<file path="config.mk">
export PLATFORM = sky130hd
export DESIGN_NAME = matvec_mac_engine
export DESIGN_NICKNAME = d
export VERILOG_FILES = /design/src/rtl/matvec_mac_engine.sv
export SDC_FILE = /design/constraint.sdc
export NUM_CORES = 1
export LEC_CHECK = 0
export CAP_MARGIN = 30
export CORE_MARGIN = 8
export CORE_UTILIZATION = 67
export CTS_CLUSTER_SIZE = 20
export DETAILED_ROUTE_END_ITERATION = 10
export GPL_TIMING_DRIVEN = 1
export PLACE_DENSITY = 0.85
export SLEW_MARGIN = 25
export SYNTH_ARGS = -nofsm -noshare
export SYNTH_HDL_FRONTEND = slang
export SYNTH_SLANG_ARGS = --single-unit
</file>
<file path="constraint.sdc">
create_clock -name clk -period 23.3 [get_ports clk]
set_input_delay 4.66 -clock clk [delete_from_list [all_inputs] [get_ports clk]]
set_output_delay 4.66 -clock clk [all_outputs]
set_load 0.05 [all_outputs]
</file>
<file path="src/rtl/matvec_mac_engine.sv">
// Matrix-vector multiply engine: computes y = A*x one row at a time.
// x is streamed in first and buffered. A is then streamed row-major and
// each row is reduced by a single multiply-accumulate. Each finished row
// is scaled, saturated and offered on the y stream before the next row starts.
module matvec_mac_engine #(
    parameter int DATA_W    = 16,
    parameter int ACC_W     = 48,
    parameter int ROWS      = 8,
    parameter int COLS      = 8,
    parameter int FRAC_BITS = 0
) (
    input  logic              clk,
    input  logic              reset,
    input  logic              start,
    input  logic              clear,
    input  logic              x_valid,
    input  logic [DATA_W-1:0] x_data,
    output logic              x_ready,
    input  logic              a_valid,
    input  logic [DATA_W-1:0] a_data,
    output logic              a_ready,
    output logic              y_valid,
    output logic [DATA_W-1:0] y_data,
    input  logic              y_ready,
    output logic              busy,
    output logic              done,
    output logic              sat
);

    localparam int COL_W = (COLS > 1) ? $clog2(COLS) : 1;
    localparam int ROW_W = (ROWS > 1) ? $clog2(ROWS) : 1;
    localparam logic [COL_W-1:0] COL_LAST = COL_W'(COLS - 1);
    localparam logic [ROW_W-1:0] ROW_LAST = ROW_W'(ROWS - 1);

    // Saturation bounds of a DATA_W signed word, expressed at accumulator width.
    localparam logic signed [ACC_W-1:0] Y_MAX = {{(ACC_W-DATA_W+1){1'b0}}, {(DATA_W-1){1'b1}}};
    localparam logic signed [ACC_W-1:0] Y_MIN = {{(ACC_W-DATA_W+1){1'b1}}, {(DATA_W-1){1'b0}}};

    typedef enum logic [1:0] {
        IDLE   = 2'd0,
        LOAD_X = 2'd1,
        MAC    = 2'd2,
        EMIT   = 2'd3
    } state_t;

    state_t                    state_reg;
    state_t                    state_next;
    logic [COL_W-1:0]          col_reg;
    logic [ROW_W-1:0]          row_reg;
    logic signed [ACC_W-1:0]   acc_reg;
    logic signed [DATA_W-1:0]  x_buf [COLS];
    logic [DATA_W-1:0]         y_data_reg;
    logic                      sat_reg;
    logic                      done_reg;

    logic                      x_fire;
    logic                      a_fire;
    logic                      y_fire;
    logic                      col_last;
    logic                      row_last;
    logic [COLS-1:0]           x_wr;

    logic signed [2*DATA_W-1:0] prod;
    logic signed [ACC_W-1:0]    prod_ext;
    logic signed [ACC_W-1:0]    acc_sum;
    logic signed [ACC_W-1:0]    acc_shift;
    logic                       clamp_hi;
    logic                       clamp_lo;
    logic [DATA_W-1:0]          y_sat;

    assign x_fire   = x_valid & x_ready;
    assign a_fire   = a_valid & a_ready;
    assign y_fire   = y_valid & y_ready;
    assign col_last = (col_reg == COL_LAST);
    assign row_last = (row_reg == ROW_LAST);

    // One write strobe per x buffer slot, selected by the column counter.
    genvar gi;
    generate
        for (gi = 0; gi < COLS; gi++) begin : g_x_wr
            assign x_wr[gi] = x_fire && !clear && (col_reg == COL_W'(gi));
        end
    endgenerate

    // Full-precision product, sign-extended and accumulated, then scaled and clamped.
    assign prod      = $signed(a_data) * x_buf[col_reg];
    assign prod_ext  = ACC_W'(prod);
    assign acc_sum   = acc_reg + prod_ext;
    assign acc_shift = acc_sum >>> FRAC_BITS;
    assign clamp_hi  = (acc_shift > Y_MAX);
    assign clamp_lo  = (acc_shift < Y_MIN);
    assign y_sat     = clamp_hi ? Y_MAX[DATA_W-1:0] :
                       clamp_lo ? Y_MIN[DATA_W-1:0] :
                                  acc_shift[DATA_W-1:0];

    assign y_data = y_data_reg;
    assign sat    = sat_reg;
    assign done   = done_reg;

    // State register.
    always_ff @(posedge clk or posedge reset) begin
        if (reset) begin
            state_reg <= IDLE;
        end else begin
            state_reg <= state_next;
        end
    end

    // Next-state and handshake outputs; clear wins over everything else.
    always_comb begin
        state_next = state_reg;
        x_ready    = 1'b0;
        a_ready    = 1'b0;
        y_valid    = 1'b0;
        busy       = (state_reg != IDLE);
        case (state_reg)
            IDLE: begin
                if (start) begin
                    state_next = LOAD_X;
                end
            end
            LOAD_X: begin
                x_ready = 1'b1;
                if (x_valid && col_last) begin
                    state_next = MAC;
                end
            end
            MAC: begin
                a_ready = 1'b1;
                if (a_valid && col_last) begin
                    state_next = EMIT;
                end
            end
            EMIT: begin
                y_valid = 1'b1;
                if (y_ready) begin
                    state_next = row_last ? IDLE : MAC;
                end
            end
            default: begin
                state_next = IDLE;
            end
        endcase
        if (clear) begin
            state_next = IDLE;
        end
    end

    // x buffer: survives the end of a job, rewritten slot by slot on the next load.
    always_ff @(posedge clk or posedge reset) begin
        if (reset) begin
            for (int i = 0; i < COLS; i++) begin
                x_buf[i] <= '0;
            end
        end else begin
            for (int i = 0; i < COLS; i++) begin
                if (x_wr[i]) begin
                    x_buf[i] <= x_data;
                end
            end
        end
    end

    // Counters, accumulator, result register and status flags.
    always_ff @(posedge clk or posedge reset) begin
        if (reset) begin
            col_reg    <= '0;
            row_reg    <= '0;
            acc_reg    <= '0;
            y_data_reg <= '0;
            sat_reg    <= 1'b0;
            done_reg   <= 1'b0;
        end else if (clear) begin
            // Abort: sat and the last result are deliberately left untouched.
            col_reg  <= '0;
            row_reg  <= '0;
            acc_reg  <= '0;
            done_reg <= 1'b0;
        end else begin
            done_reg <= 1'b0;
            case (state_reg)
                IDLE: begin
                    if (start) begin
                        col_reg <= '0;
                        row_reg <= '0;
                        acc_reg <= '0;
                        sat_reg <= 1'b0;
                    end
                end
                LOAD_X: begin
                    if (x_fire) begin
                        col_reg <= col_last ? '0 : col_reg + 1'b1;
                    end
                end
                MAC: begin
                    if (a_fire) begin
                        acc_reg <= acc_sum;
                        if (col_last) begin
                            col_reg    <= '0;
                            y_data_reg <= y_sat;
                            if (clamp_hi || clamp_lo) begin
                                sat_reg <= 1'b1;
                            end
                        end else begin
                            col_reg <= col_reg + 1'b1;
                        end
                    end
                end
                EMIT: begin
                    if (y_fire) begin
                        acc_reg <= '0;
                        col_reg <= '0;
                        if (row_last) begin
                            row_reg  <= '0;
                            done_reg <= 1'b1;
                        end else begin
                            row_reg <= row_reg + 1'b1;
                        end
                    end
                end
                default: begin
                    col_reg <= '0;
                end
            endcase
        end
    end

endmodule
</file>
==> flow_summary.toml <==
[floorplan]
initial_utilization_pct = 67.65
die_area_sq_mm = 0.04092
core-area_sq_mm = 0.03437
ios = 61
rows = 68
die_w_um = 202.3
fp.dieH_um = 202.3

[sta]
finalWorstSetupSlack_ns = 9.880
layout_min_cycle_time_ns = 13.42
slew_viol_final = 0
final_hold_viol_count = 0
timing.hold.ws_ns = 0.4824
setup_viol = 0
fmax_mhz = 74.51
setup_tns_ns = 0
period_share_pct = 57.60
finClkSkew_ns = 0.01470
slew_headroom_pct = 35.21
worst_slew_pin_slew_ns = 0.9696
rsz0062_at_grt = "no"

[logic_synthesis]
ys.flop_type = "dfrtp_1"
netlist_instances = 2229
synth_edf_count = 0
yosys.area.top_type = "fa_1"
synth_seq_area_share_pct = 21.74
syn-cell-area_sq_mm = 0.02325
syn_nets = 2773
syn_avg_cell_area_sq_um = 10.43
synthTopCellsByArea = "fa_1, dfrtp_1, ha_1"
yosysTopAreaCellShare_pct = 31.16
synth_cell_types = 86
yosysWarningCount = 0
synth_seq_cells = 202
async_reset_ff_share_pct = 100.0

[cts]
clk_latency_ns = 0.52
post_cts_buffers = 0
hold_buffers = 0
clk_path_buf_depth = 3
cts_made_buffers = 21
cts_sinks = 202
root_buffer = "clkbuf_16"
clkSlewWorstSetupHoldPaths_ns = 0.07
ctsResizeCount = 0
tritoncts = "built"
h-tree-depth = 1

[setup_path]
worstPathArrival_ns = 13.78
worstSetupEndpointType = "flip-flop"
r2r_end = "y_data[3]"
criticalPathCategory = "in -> reg"
cp.required_ns = 23.66
worstSetupStartpoint = "a_data[15]"
r2r_slack_ns = 12.65
timing.rr.start = "col_reg[0]"
r2r_cells = 29
start_kind = "input pin"
crit_path_max_fanout = 16

[global_routing]
grt_first_pass_wirelength_um = 93190
grt.overflow.total = 0
grt_pass1_vias = 18047
track_usage_pct = 28.21
antenna_found_initial = 1
grt_max_degree = 125

[routing]
drt-wirelength-per-cell_um = 20.47
drtIter0Drc = 857
drt_pass1_iterations = 5
finalWirelength_um = 55630
vias = 16152
via_per_inst = 5.943
antenna_left = 0
drc_errors = 0

[min_path]
min_to = "acc_reg[19]"
min_from = "acc_reg[19]"
worstHoldPathCells = 2
hold_path_class = "reg -> reg"

[placement]
dp_hpwl_um = 43180
place_ws_ns = 9.357
io_buffers = 60
globalplace.congestion = 0.9794

[run_status]
status = "finished clean"

[cells_and_area]
largest_reg_flops = 128
syn_to_final_growth_pct = 7.474
drive_gt1_share_pct = 11.18
nets = 2792
layout.cells.most_common = "inv_1"
final_cell_mix = "inv_1, fa_1, nand2_1"
final_core_util_pct = 72.71
n_antenna_cell = 0

[job]
maxCapViolCount = 0
-- area by class of cell --
class	count	area, sq um
clock buffer	26	564.3
clock inverter	12	156.4
fill	2366	9382
inverter	452	1704
multi-input combinational	1490	16180
sequential	202	5056
tap	455	569.3
timing repair buffer	81	762.0
-- per-stage QoR --
step	std cells	instance area, sq um
after global routing	2718	24990
after detailed placement	2680	24270
after CTS	2718	24990
final	2718	24990
after floorplan	2229	23250
after global placement	2679	24260
-- routing by layer --
metal	part of all wire, %	up-vias	GRT usage, %
met5	0.023	-	0
met1	40	8241	36.71
li1	-	7161	-
met4	3.2	2	10.39
met2	50	602	47.02
met3	7.3	146	5.091
-- worst max-delay path, stage by stage --
cell and delay, ns:
clkdlybuf4s50_1 0.71, nand2_1 0.29, inv_1 0.10, fa_1 0.66
inv_1 0.13, fa_1 0.84, fa_1 0.66, fa_1 0.93
inv_1 0.31, fa_1 0.56, inv_1 0.05, fa_1 0.48
inv_1 0.04, ha_1 0.35, a21oi_1 0.26, o21ai_0 0.17
a22o_1 0.25, a21oi_1 0.32, nand3_1 0.18, xor2_1 0.21
or3_1 0.38, nor3_1 0.14, nand4_1 0.20, o41ai_4 0.45
buf_4 0.31, o22ai_2 0.12
-- kinds of logic after synthesis --
family                     count (synthesis)  synth area share, %
AOI/OAI and AO/OA                        256                8.120
xor gates and xnor gates                  47                1.770
adders and majority gates                505                38.86
buffers and inverters                    537                8.754
DFF                                      202                21.74
muxes                                    169                9.691
and+or+nand+nor                          513                11.07
-- synth_stat cells, types with 5 or more instances --
cell type	number
inv_1	451
fa_1	362
nand2_1	209
dfrtp_1	202
ha_1	143
mux2_2	129
nor2b_1	96
clkbuf_1	71
nor2_1	66
o21ai_0	58
a21oi_1	49
and2_1	39
a22o_1	37
xnor2_1	36
mux4_2	32
a21o_1	19
nand2b_1	17
nor3_1	16
xor2_1	11
nand3_1	10
nand4_1	10
o22ai_2	10
and3_1	9
mux2i_1	8
nor4_1	8
or3_1	8
buf_1	7
o211ai_1	6
o22ai_1	6
o31ai_1	6
a211o_1	5
and4_1	5
o21ai_1	5
-- worst max path at each step --
stage	slack (ns)	endpoint
floorplan	11.07	sat
global placement	9.30	y_data[11]
detailed placement	9.36	y_data[3]
CTS	9.88	y_data[3]
global route	9.34	y_data[12]
finish	9.88	y_data[3]
Power is not shown: default switching activity piles up to over one toggle a cycle in this logic, so the estimate is an artifact.
